### config.mk
export PLATFORM = sky130hd
export DESIGN_NAME = cook_sequencer_flat
export DESIGN_NICKNAME = d
export VERILOG_FILES = /design/src/rtl/cook_sequencer_if.sv /design/src/rtl/cook_sequencer.sv /design/src/flat_wrapper.sv
export SDC_FILE = /design/constraint.sdc
export NUM_CORES = 1
export LEC_CHECK = 0
export BUFFER_PORTS_ARGS = -buffer_cell sky130_fd_sc_hd__buf_2
export CORE_UTILIZATION = 44
export DETAILED_ROUTE_END_ITERATION = 10
export PLACE_DENSITY = 0.66
export SETUP_SLACK_MARGIN = 0.5
export SYNTH_ARGS = -nofsm -noshare
export SYNTH_HDL_FRONTEND = slang
export SYNTH_SLANG_ARGS = --single-unit
### constraint.sdc
create_clock -name clk_1Khz -period 7.94 [get_ports clk_1Khz]
set_clock_uncertainty 0.2 [all_clocks]
set_input_delay 1.588 -clock clk_1Khz [delete_from_list [all_inputs] [get_ports clk_1Khz]]
set_output_delay 1.588 -clock clk_1Khz [all_outputs]
set_load 0.01 [all_outputs]
### src/rtl/cook_sequencer_if.sv
// Key inputs and display/actuator outputs of the air-fryer cooking sequencer.
// The key side drives the switch and button pulses; the sequencer drives the rest.
interface cook_sequencer_if;
    logic       SW3;
    logic       BTN0;
    logic       BTN1;
    logic       BTN3;
    logic       BTN4;
    logic       BTN6;
    logic       BTN7;
    logic [3:0] min_tens;
    logic [3:0] min_ones;
    logic [1:0] mode;
    logic [2:0] state;
    logic       heater_on;
    logic       fan_on;
    logic       led;
    logic       buzzer;

    modport master (
        output SW3, BTN0, BTN1, BTN3, BTN4, BTN6, BTN7,
        input  min_tens, min_ones, mode, state, heater_on, fan_on, led, buzzer
    );

    modport slave (
        input  SW3, BTN0, BTN1, BTN3, BTN4, BTN6, BTN7,
        output min_tens, min_ones, mode, state, heater_on, fan_on, led, buzzer
    );
endinterface

### src/rtl/cook_sequencer.sv
// Air-fryer cooking-cycle controller: holds set time and heat mode, sequences
// preheat, cook, pause and done phases, and drives heater, fan, LED and buzzer.
module cook_sequencer #(
    parameter int TICKS_PER_SEC = 1000,
    parameter int SEC_PER_MIN   = 60,
    parameter int PREHEAT_SEC   = 30,
    parameter int DONE_SEC      = 3
) (
    input  logic            clk_1Khz,
    input  logic            rst,
    cook_sequencer_if.slave bus
);
    localparam int TW      = (TICKS_PER_SEC > 1) ? $clog2(TICKS_PER_SEC) : 1;
    localparam int SEC_M1  = (SEC_PER_MIN > 3 * PREHEAT_SEC) ? SEC_PER_MIN : 3 * PREHEAT_SEC;
    localparam int SEC_MAX = (SEC_M1 > DONE_SEC) ? SEC_M1 : DONE_SEC;
    localparam int SW      = (SEC_MAX > 1) ? $clog2(SEC_MAX) : 1;
    localparam logic [TW-1:0] TICK_LAST = TW'(TICKS_PER_SEC - 1);
    localparam logic [TW-1:0] TICK_HALF = TW'(TICKS_PER_SEC / 2);

    typedef enum logic [2:0] {
        S_OFF     = 3'd0,
        S_IDLE    = 3'd1,
        S_PREHEAT = 3'd2,
        S_COOK    = 3'd3,
        S_PAUSE   = 3'd4,
        S_DONE    = 3'd5
    } state_t;

    state_t        state_reg, state_next;
    logic          origin_cook_reg, origin_cook_next;
    logic [TW-1:0] tick_reg, tick_next;
    logic [SW-1:0] sec_reg, sec_next;
    logic [3:0]    tens_reg, tens_next;
    logic [3:0]    ones_reg, ones_next;
    logic [1:0]    mode_reg, mode_next;
    logic          heater_reg, heater_next;
    logic          fan_reg, fan_next;
    logic          led_reg, led_next;
    logic          buzzer_reg, buzzer_next;
    logic [SW-1:0] sec_last;
    logic          phase_end;
    logic          time_zero;

    always_ff @(posedge clk_1Khz) begin
        if (rst) begin
            state_reg       <= S_OFF;
            origin_cook_reg <= 1'b0;
            tick_reg        <= '0;
            sec_reg         <= '0;
            tens_reg        <= '0;
            ones_reg        <= '0;
            mode_reg        <= '0;
            heater_reg      <= 1'b0;
            fan_reg         <= 1'b0;
            led_reg         <= 1'b0;
            buzzer_reg      <= 1'b0;
        end else begin
            state_reg       <= state_next;
            origin_cook_reg <= origin_cook_next;
            tick_reg        <= tick_next;
            sec_reg         <= sec_next;
            tens_reg        <= tens_next;
            ones_reg        <= ones_next;
            mode_reg        <= mode_next;
            heater_reg      <= heater_next;
            fan_reg         <= fan_next;
            led_reg         <= led_next;
            buzzer_reg      <= buzzer_next;
        end
    end

    // Last second index of whichever timed phase is running.
    always_comb begin
        sec_last = SW'(DONE_SEC - 1);
        if (state_reg == S_COOK) begin
            sec_last = SW'(SEC_PER_MIN - 1);
        end else if (state_reg == S_PREHEAT) begin
            case (mode_reg)
                2'd0:    sec_last = SW'(PREHEAT_SEC - 1);
                2'd1:    sec_last = SW'(2 * PREHEAT_SEC - 1);
                default: sec_last = SW'(3 * PREHEAT_SEC - 1);
            endcase
        end
    end

    assign time_zero = (tens_reg == 4'd0) && (ones_reg == 4'd0);
    assign phase_end = (tick_reg == TICK_LAST) && (sec_reg == sec_last);

    always_comb begin
        state_next       = state_reg;
        origin_cook_next = origin_cook_reg;
        tick_next        = tick_reg;
        sec_next         = sec_reg;
        tens_next        = tens_reg;
        ones_next        = ones_reg;
        mode_next        = mode_reg;

        if (!bus.SW3) begin
            state_next = S_OFF;
            tick_next  = '0;
            sec_next   = '0;
            tens_next  = '0;
            ones_next  = '0;
            mode_next  = '0;
        end else begin
            case (state_reg)
                S_OFF: state_next = S_IDLE;
                S_IDLE: begin
                    if (bus.BTN1) begin
                        tens_next = '0;
                        ones_next = '0;
                    end else if (bus.BTN0 && !time_zero) begin
                        state_next = S_PREHEAT;
                        tick_next  = '0;
                        sec_next   = '0;
                    end else if (bus.BTN4) begin
                        mode_next = (mode_reg == 2'd2) ? 2'd0 : mode_reg + 2'd1;
                    end else begin
                        if (bus.BTN6) ones_next = (ones_reg == 4'd9) ? 4'd0 : ones_reg + 4'd1;
                        if (bus.BTN7) tens_next = (tens_reg == 4'd9) ? 4'd0 : tens_reg + 4'd1;
                    end
                end
                S_PAUSE: begin
                    if (bus.BTN1) begin
                        state_next = S_IDLE;
                        tick_next  = '0;
                        sec_next   = '0;
                        tens_next  = '0;
                        ones_next  = '0;
                    end else if (bus.BTN3 || bus.BTN0) begin
                        state_next = origin_cook_reg ? S_COOK : S_PREHEAT;
                    end
                end
                S_PREHEAT, S_COOK, S_DONE: begin
                    if (bus.BTN1) begin
                        state_next = S_IDLE;
                        tick_next  = '0;
                        sec_next   = '0;
                        tens_next  = '0;
                        ones_next  = '0;
                    end else if (bus.BTN3 && state_reg != S_DONE) begin
                        // The pausing cycle itself does not count, so resume picks up the same tick.
                        state_next       = S_PAUSE;
                        origin_cook_next = (state_reg == S_COOK);
                    end else begin
                        tick_next = (tick_reg == TICK_LAST) ? '0 : tick_reg + TW'(1);
                        if (tick_reg == TICK_LAST)
                            sec_next = (sec_reg == sec_last) ? '0 : sec_reg + SW'(1);
                        if (phase_end) begin
                            case (state_reg)
                                S_PREHEAT: state_next = S_COOK;
                                S_COOK: begin
                                    if (ones_reg == 4'd0) begin
                                        ones_next = 4'd9;
                                        tens_next = tens_reg - 4'd1;
                                    end else begin
                                        ones_next = ones_reg - 4'd1;
                                    end
                                    if (tens_reg == 4'd0 && ones_reg == 4'd1)
                                        state_next = S_DONE;
                                end
                                default: begin
                                    state_next = S_IDLE;
                                    tens_next  = '0;
                                    ones_next  = '0;
                                end
                            endcase
                        end
                    end
                end
                default: state_next = S_OFF;
            endcase
        end
    end

    // Outputs are derived from the next state/tick so the registered copies line up with state_reg.
    always_comb begin
        heater_next = (state_next == S_PREHEAT) || (state_next == S_COOK);
        fan_next    = heater_next || (state_next == S_DONE);
        buzzer_next = (state_next == S_DONE) && (tick_next < TICK_HALF);
        case (state_next)
            S_COOK:    led_next = 1'b1;
            S_PREHEAT: led_next = (tick_next < TICK_HALF);
            S_PAUSE:   led_next = led_reg;
            default:   led_next = 1'b0;
        endcase
    end

    assign bus.state     = state_reg;
    assign bus.min_tens  = tens_reg;
    assign bus.min_ones  = ones_reg;
    assign bus.mode      = mode_reg;
    assign bus.heater_on = heater_reg;
    assign bus.fan_on    = fan_reg;
    assign bus.led       = led_reg;
    assign bus.buzzer    = buzzer_reg;
endmodule
### src/flat_wrapper.sv
// flat-port wrapper written by rule: the top's interface ports become plain ports
module cook_sequencer_flat 
#(
    parameter int TICKS_PER_SEC = 1000,
    parameter int SEC_PER_MIN   = 60,
    parameter int PREHEAT_SEC   = 30,
    parameter int DONE_SEC      = 3
)
  (clk_1Khz, rst, bus_SW3, bus_BTN0, bus_BTN1, bus_BTN3, bus_BTN4, bus_BTN6, bus_BTN7, bus_min_tens, bus_min_ones, bus_mode, bus_state, bus_heater_on, bus_fan_on, bus_led, bus_buzzer);
  cook_sequencer_if bus_i ();
  input  logic clk_1Khz;
  input  logic rst;
  input wire logic [$bits(bus_i.SW3)-1:0] bus_SW3;
  input wire logic [$bits(bus_i.BTN0)-1:0] bus_BTN0;
  input wire logic [$bits(bus_i.BTN1)-1:0] bus_BTN1;
  input wire logic [$bits(bus_i.BTN3)-1:0] bus_BTN3;
  input wire logic [$bits(bus_i.BTN4)-1:0] bus_BTN4;
  input wire logic [$bits(bus_i.BTN6)-1:0] bus_BTN6;
  input wire logic [$bits(bus_i.BTN7)-1:0] bus_BTN7;
  output wire logic [$bits(bus_i.min_tens)-1:0] bus_min_tens;
  output wire logic [$bits(bus_i.min_ones)-1:0] bus_min_ones;
  output wire logic [$bits(bus_i.mode)-1:0] bus_mode;
  output wire logic [$bits(bus_i.state)-1:0] bus_state;
  output wire logic [$bits(bus_i.heater_on)-1:0] bus_heater_on;
  output wire logic [$bits(bus_i.fan_on)-1:0] bus_fan_on;
  output wire logic [$bits(bus_i.led)-1:0] bus_led;
  output wire logic [$bits(bus_i.buzzer)-1:0] bus_buzzer;
  assign bus_i.SW3 = bus_SW3;
  assign bus_i.BTN0 = bus_BTN0;
  assign bus_i.BTN1 = bus_BTN1;
  assign bus_i.BTN3 = bus_BTN3;
  assign bus_i.BTN4 = bus_BTN4;
  assign bus_i.BTN6 = bus_BTN6;
  assign bus_i.BTN7 = bus_BTN7;
  assign bus_min_tens = bus_i.min_tens;
  assign bus_min_ones = bus_i.min_ones;
  assign bus_mode = bus_i.mode;
  assign bus_state = bus_i.state;
  assign bus_heater_on = bus_i.heater_on;
  assign bus_fan_on = bus_i.fan_on;
  assign bus_led = bus_i.led;
  assign bus_buzzer = bus_i.buzzer;
  cook_sequencer #(.TICKS_PER_SEC(TICKS_PER_SEC), .SEC_PER_MIN(SEC_PER_MIN), .PREHEAT_SEC(PREHEAT_SEC), .DONE_SEC(DONE_SEC)) u_core (.clk_1Khz(clk_1Khz), .rst(rst), .bus(bus_i));
endmodule
; After elaboration in Yosys (flattened, before gate mapping)
; Index checks and enable logic that the tools add are counted.
[classes]
add_sub_neg = 7
n_lt_le_gt_ge = 1
eq_ne = 29
n_mux = 56
bitwise = 3
n_reduce_logical = 22
[ops]
columns = operator, n
row1 = $mux W4, 19
row2 = $mux W10, 7
row3 = $mux W7, 9
row4 = $pmux W10 S3, 1
row5 = $mux W3, 9
row6 = $pmux W4 S3, 2
row7 = $ne A3 B3 Y1 const B, 7
row8 = $pmux W7 S3, 1
row9 = $pmux W4 S2, 2
row10 = $pmux W7 S2, 1
row11 = $eq A3 B2 Y1 const B, 4
row12 = $eq A3 B3 Y1 const B, 4
row13 = $pmux W3 S4, 1
row14 = $add A10 B1 Y10 const B, 1
row15 = $eq A10 B10 Y1 const B, 1
row16 = $lt A10 B9 Y1 const B, 1
row17 = $reduce_and A9 Y1, 1
row18 = $add A4 B1 Y4 const B, 2
row19 = $eq A4 B4 Y1 const B, 2
row20 = $logic_not A4 Y1, 2
row21 = $reduce_and A4 Y1, 2
row22 = $reduce_and A8 Y1, 1
row23 = $sub A4 B1 Y4 const B, 2
row24 = $add A7 B1 Y7 const B, 1
row25 = 24 further kinds, 35
[totals]
regBits = 35
in_bits = 9
out_inout_bits = 17
word_cells = 129

; Longest topological paths before layout
; Gate-level depths: netlist of the first run.
[depth]
word_depth = 14
mapped_depth = 10

; Least setup slack after synthesis of the first run
; OpenSTA, ideal clock, no wires.
[synth_timing]
path_type = input to register
startpoint = input bus_BTN1
endpoint = register u_core.tens_reg[0], in the netlist u_core.bus.min_tens[0]
setup_time_ps = 65
arrival_time_ps = 3215
path_slack_ps = 4460
cell_stages = 7
n_path_buf = 1
cell_sequence = clkbuf_1 > a21oi_1 > nand2_1 > o211ai_1 > a2111oi_4 > mux2_2 > nor2_1
[synth_between]
elab_chain_len = 2
[synth_lines]
columns = element, line_no
row1 = start: declaration, flat_wrapper.sv:15  ; input wire logic [$bits(bus_i.BTN1)-1:0] bus_BTN1;
row2 = "$ne A4 B4 Y1 (no line), or another cell as far along", -
row3 = $reduce_and A9 Y1 (no line) or $pmux W4 S3 (tied branches), -
row4 = end signal: assignment, cook_sequencer.sv:62  ; tens_reg <= tens_next;
row5 = end: declaration, cook_sequencer.sv:33  ; logic [3:0] tens_reg, tens_next;
; Several ways; a longest one is shown, not always the timed one.
; A chain may end at the register's enable or synchronous reset.

; Worst setup path after layout of the first run
[layout_timing]
startpoint = input bus_BTN3
endpoint = register u_core.tens_reg[0], in the netlist u_core.bus.min_tens[0]
[layout_between]
elab_chain_len = 3
[layout_lines]
columns = element, line_no
row1 = start: declaration, flat_wrapper.sv:16  ; input wire logic [$bits(bus_i.BTN3)-1:0] bus_BTN3;
row2 = $logic_and A1 B1 Y1, cook_sequencer.sv:141  ; end else if (bus.BTN3 && state_reg != S_DONE) begin
row3 = $ne A3 B3 Y1 (no line), -
row4 = $reduce_and A9 Y1 (no line), -
; No other way between the ends.

==> results of run 1 <==
## routing by layer
layer	track usage (%)	part of all wire, %	up-vias
met5	0	0	-
met4	7.12	1.2	0
met3	3.69	4.6	7
met2	32.9	44	71
met1	32.2	50	1135
li1	-	-	1228
## per-stage QoR
step / instance area [um2] / std cells
final: 2690 / 404
after global routing: 2690 / 404
after CTS: 2690 / 404
after detailed placement: 2600 / 397
after global placement: 2600 / 397
after floorplan: 2470 / 319
## worst max-delay path, cell delays in order
cell and delay (ns):
buf_2 0.14, inv_1 0.15, o2111ai_1 0.23, nand2_1 0.32, o211ai_1 0.27, a2111oi_4 0.44
mux2_2 0.39, nor2_1 0.08
## cells in the mapped netlist (3+ instances only)
cell type   n
nand2b_1    4
a32o_1      3
or3_1       3
o21ai_0    19
a211oi_1    8
and2_1      8
nand4b_1    3
a21oi_1    26
nor2_1     38
nor2b_1     7
a311oi_1    4
o2111ai_1   4
buf_2       3
inv_1      13
xnor2_1     3
a31oi_1     3
clkbuf_1   12
o211ai_1    4
a21o_1      3
ha_1        5
nand3_1    13
a211o_1     4
dfxtp_1    35
mux2i_1     5
nand2_1    19
and3_1      7
nor3_1     12
nor4b_1     3
## where the power goes
group,switching [uW],internal (uW),total [uW]
Sequential,2.47,176,179
Clock,66.0,68.1,134
Combinational,16.9,8.86,25.7
Total,85.4,253,339
## cells by family after synthesis
group           after synthesis
compound gates              102
mux                           6
xor+xnor                      5
simple gates                135
fa+ha+maj                     5
flops                        35
buf+inv                      31
## final cells by class
type	count	area share (%)
flip-flops and latches	35	26.0
multi-input cells	253	60.8
clock inverters	1	0.186
clock buffers	6	3.07
well taps	70	3.26
inverters	14	1.95
repair buffers	25	4.65
## final timing paths
kind | end | slack, ns
hold reg to reg | u_core.bus.led | 0.31
setup reg to reg | u_core.bus.led | 4.82
hold / removal | u_core.bus.led | 0.31
setup / recovery | u_core.bus.min_tens[0] | 4.35
==> summary.md, run 1 <==
| Metric | Value |
|---|---|
| Post-synth EDFFs | 0 |
| Synth top area share | 28.4% |
| Hold Crit Class | reg2reg |
| Largest family of logic cells by synthesized area | simple AND/OR/NAND/NOR gates |
| Commonest non-fill, non-tap cell in the layout | nor2_1 |
| Slew @ Worst Pin | 0.962 ns |
| Clock Latency Late Sink | 0.29 ns |
| Status | finished, final reports clean |
| Max VDD drop | 0.0978 mV |
| Final WS setup | 4.35 ns |
| Max reg flops | 10 |
| Number of fill cells | 547 |
| Placer's final routability congestion estimate | 0.912 |
| Pre-CTS setup slack | 4.09 ns |
| Hold_buf cts | 0 |
| Total gr overflow | 0 |
| Core Region | 0.00527 mm2 |
| Hold Crit Depth | 2 |
| Crit. End Element | register |
| Synth Area in XOR/XNOR | 1.77% |
| Worst Setup SP | bus_BTN3 |
| DR vias | 2,441 |
| Die area | 0.00591 mm2 |
| Global-route wire length before repair | 10.7 mm |
| Post-cts sizing count | 0 |
| TNS Setup | 0 ns |
| CTS clock-pin slew for the worst setup and hold paths | 0.07 ns |
| Ports | 26 |
| FF+latch count, synth | 35 |
| Largest net degree at the start of global routing | 23 |
| Mux contribution to synthesized area | 2.48% |
| # port buffers | 25 |
| Yosys warns | 0 |
| Avg Inst Size Synth | 7.74 um2 |
| Reg-to-reg startpoint | u_core.bus.state[0] |
| Cell count of the worst reg-to-reg path | 7 |
| Final ANT Viol Nets | 0 |
| Cell Area, Synth | 0.00247 mm2 |
| Fraction of registers with async set/reset | 0% |
| Max Cap Viol | 0 |
| Chip height | 76.9 um |
| 1st-pass router iterations | 5 |
| Post-synthesis sequential area ratio | 28.4% |
| Register area | 701 um2 |
| Number of CTS-inserted buffers | 5 |
| GRT Total Usage | 22.2% |
| Pwr dens | 126 mW/mm2 |
| Cell taking the most area after synthesis | dfxtp_1 |
| Gate Count Post-Synth | 319 |
| Fmax | 279 MHz |
| Area grow syn2layout | 8.97% |
| Pwr Total | 339 uW |
| Yosys cell types | 66 |
| Top_reg_cell synth | dfxtp_1 |
| Post-DP HPWL | 4.51 mm |
| Rows | 26 |
| H-tree Lvls | 2 |
| Initial antenna violation count | 0 |
| Multi-input gate area | 0.00164 mm2 |
| Adder-Cell Fraction of Synth Area | 2.53% |
| Clk sink count | 35 |
| Final period util | 45.2% |
| Final Setup Violations | 0 |
| Hold Crit Start | u_core.bus.led |
| Antenna Cells | 0 |
| Number of global-route vias before repair | 2,159 |
| Commonest non-fill, non-tap cells in the layout | 38 x nor2_1, 35 x dfxtp_1, 26 x a21oi_1 |
| # Post-CTS Setup Buffers | 0 |
| CP startpoint kind | primary input |
| Layout cells sized above 1 | 13.2% |
| Root buffer cell | clkbuf_8 |
| Die W | 76.9 um |
| Max Slew Vio Count | 0 |
| Period minus WS final | 3.59 ns |
| Drt wl/cell | 15.5 um |
| Routed vias/inst | 6.04 |
| Crit Path Class | in2reg |
| Compound-gate portion of the synthesized area | 29.4% |
| Initial Util | 46.8% |
| Leakage power figure | 0.000928 uW |
| Max-slew headroom | 35.9% |
| CTS tree | built |
| Hold Violations, Final | 0 |
| Final Core Density | 51.0% |
| Post-Synth Simple-Gate Area | 30.1% |
| Final nets | 348 |
| Drt drc | 0 |
| CTS Buffer Depth | 2 |
| Initial DRC Count | 521 |
| Critical Path RT | 7.95 ns |
| Min Hold Slack | 0.305 ns |
| CP arrival | 3.60 ns |
| Ranking of synthesized cells by area | dfxtp_1 28%, nor2_1 5.8%, a21oi_1 5.3% |
| Syn_nets | 333 |
| Peak fanout along the critical path | 9 |
| WL final | 6.26 mm |
| RSZ-0062 raised after global routing | no |
Power figures use the tool's default switching activity.
==> inputs of run 2 (changes only) <==
--- a/config.mk
+++ b/config.mk
@@ -8,7 +8,7 @@
 export BUFFER_PORTS_ARGS = -buffer_cell sky130_fd_sc_hd__buf_2
 export CORE_UTILIZATION = 44
 export DETAILED_ROUTE_END_ITERATION = 10
-export PLACE_DENSITY = 0.66
+export PLACE_DENSITY = 0.68
 export SETUP_SLACK_MARGIN = 0.5
 export SYNTH_ARGS = -nofsm -noshare
 export SYNTH_HDL_FRONTEND = slang
==> constraint.sdc (replaced) <==
create_clock -name clk_1Khz -period 2.95 [get_ports clk_1Khz]
set_clock_uncertainty 0.2 [all_clocks]
set_input_delay 0.59 -clock clk_1Khz [delete_from_list [all_inputs] [get_ports clk_1Khz]]
set_output_delay 0.59 -clock clk_1Khz [all_outputs]
set_load 0.01 [all_outputs]
==> summary.md, run 2 (synthesized netlist as in run 1, its figures left out) <==
| Metric | Value |
|---|---|
| Max-slew headroom | 63.7% |
| CP startpoint kind | register |
| Drt drc | 0 |
| CTS Buffer Depth | 2 |
| Initial DRC Count | 265 |
| Leakage power figure | 0.00115 uW |
| Status | finished, final reports clean |
| Routed vias/inst | 6.04 |
| Commonest non-fill, non-tap cells in the layout | 39 x buf_4, 37 x nor2_1, 28 x dfxtp_1 |
| Hold Crit Depth | 1 |
| Slew @ Worst Pin | 0.544 ns |
| DR vias | 2,694 |
| GRT Total Usage | 23.8% |
| Crit. End Element | register |
| Number of fill cells | 479 |
| H-tree Lvls | 2 |
| Core Region | 0.00527 mm2 |
| Layout cells sized above 1 | 29.8% |
| Fmax | 393 MHz |
| Final ANT Viol Nets | 0 |
| Final Setup Violations | 0 |
| Drt wl/cell | 15.7 um |
| Max Slew Vio Count | 0 |
| Period minus WS final | 2.54 ns |
| Initial Util | 46.8% |
| Post-DP HPWL | 4.82 mm |
| Max Cap Viol | 0 |
| Non-Filler Instances | 446 |
| Antenna Cells | 0 |
| Min Hold Slack | 0.269 ns |
| R2R Setup Slk | 0.41 ns |
| Pwr Total | 912 uW |
| 1st-pass router iterations | 5 |
| Final Core Density | 59.1% |
| Final nets | 389 |
| Chip height | 76.9 um |
| # port buffers | 25 |
| Crit Reg-Reg Endpoint | u_core.bus.min_tens[0] |
| Max VDD drop | 0.265 mV |
| Largest net degree at the start of global routing | 20 |
| TNS Setup | 0 ns |
| Cell count of the worst reg-to-reg path | 10 |
| Placed Instances | 414 |
| RSZ-0062 raised after global routing | yes |
| CTS tree | built |
| Crit Path Class | reg2reg |
| Pwr dens | 293 mW/mm2 |
| Total gr overflow | 0 |
| Global-route wire length before repair | 11.3 mm |
| Clock Latency Late Sink | 0.29 ns |
| Clk sink count | 35 |
| Commonest non-fill, non-tap cell in the layout | buf_4 |
| Hold Crit Class | reg2reg |
| CP arrival | 2.56 ns |
| Die area | 0.00591 mm2 |
| Min-Delay Endpoint | u_core.tick_reg[0] |
| Rows | 26 |
| Die W | 76.9 um |
| Reg-to-reg startpoint | u_core.bus.min_tens[0] |
| Placer's final routability congestion estimate | 0.911 |
| Initial antenna violation count | 0 |
| Hold_buf cts | 0 |
| Final period util | 86.2% |
| WL final | 7.02 mm |
| Peak fanout along the critical path | 3 |
| CTS clock-pin slew for the worst setup and hold paths | 0.07 ns |
| Number of global-route vias before repair | 2,354 |
| Ports | 26 |
| Area grow syn2layout | 26.2% |
| Critical Path RT | 2.97 ns |
| Root buffer cell | clkbuf_8 |
| Max reg flops | 10 |
| Hold Violations, Final | 0 |
| Hold Crit Start | u_core.tick_reg[0] |
| Number of CTS-inserted buffers | 5 |
run 2: cell types whose count changed in the layout (fill, tap and decap cells not counted), sizes merged:
cell and change:
buf +40, clkbuf +2, inv +1, clkinv -1
run 2: metal layers:
| layer | global-route usage [%] | wire length [um] | vias up |
|---|---|---|---|
| li1 | - | - | 1315 |
| met1 | 33.3 | 3310 | 1281 |
| met2 | 37.0 | 3230 | 85 |
| met3 | 4.17 | 368 | 13 |
| met4 | 6.92 | 103 | 0 |
| met5 | 0 | 0 | - |
run 2: per-stage QoR:
step / setup slack (ns) / cell area [um2]
6_report: 0.407 / 3120
5_1_grt: 0.332 / 3120
4_1_cts: 0.489 / 2960
3_5_place_dp: 0.133 / 2760
3_3_place_gp: 0.184 / 2760
2_1_floorplan: 0.363 / 2500
run 2: timing repair:
item                       in CTS  in global routing
buffers inserted                8                 16
setup endpoints to repair      14                 13
cloned                          0                  0
gates resized for setup        17                 13
pin swaps                       6                 12
run 2: cell type report:
class	count	area [um2]	area share [%]
Multi-Input combinational cell	253	1740	55.9
Sequential cell	35	719	23.1
Tap cell	70	87.6	2.81
Clock inverter	1	5.00	0.161
Inverter	14	57.6	1.85
Timing Repair Buffer	66	428	13.7
Clock buffer	7	76.3	2.45
run 2: power by group:
group | internal [uW] | total [uW] | switching (uW)
Combinational | 42.1 | 101 | 59.1
Clock | 166 | 334 | 169
Sequential | 472 | 476 | 4.37
run 2: worst max path at each step:
stage,to,startpoint,cells past startpoint,slack [ns]
CTS,u_core.bus.min_tens[3],u_core.bus.state[1],7,0.49
finish,u_core.bus.min_tens[0],u_core.bus.min_tens[0],10,0.41
global route,u_core.bus.min_tens[2],u_core.bus.min_tens[0],10,0.33
detailed placement,u_core.bus.min_tens[3],u_core.bus.state[1],7,0.13
global placement,u_core.bus.min_tens[3],u_core.bus.state[1],7,0.18
floorplan,u_core.bus.min_tens[3],u_core.bus.min_tens[1],9,0.36
run 2: critical path: stages, from the launching register on:
cell and delay, ns:
dfxtp_4 0.36, inv_4 0.06, ha_4 0.12, or3b_4 0.40, o21ai_2 0.13, nor2b_1 0.13, o211ai_1 0.17, a2111oi_4 0.34
buf_4 0.18, mux2_4 0.29, nor2_2 0.07
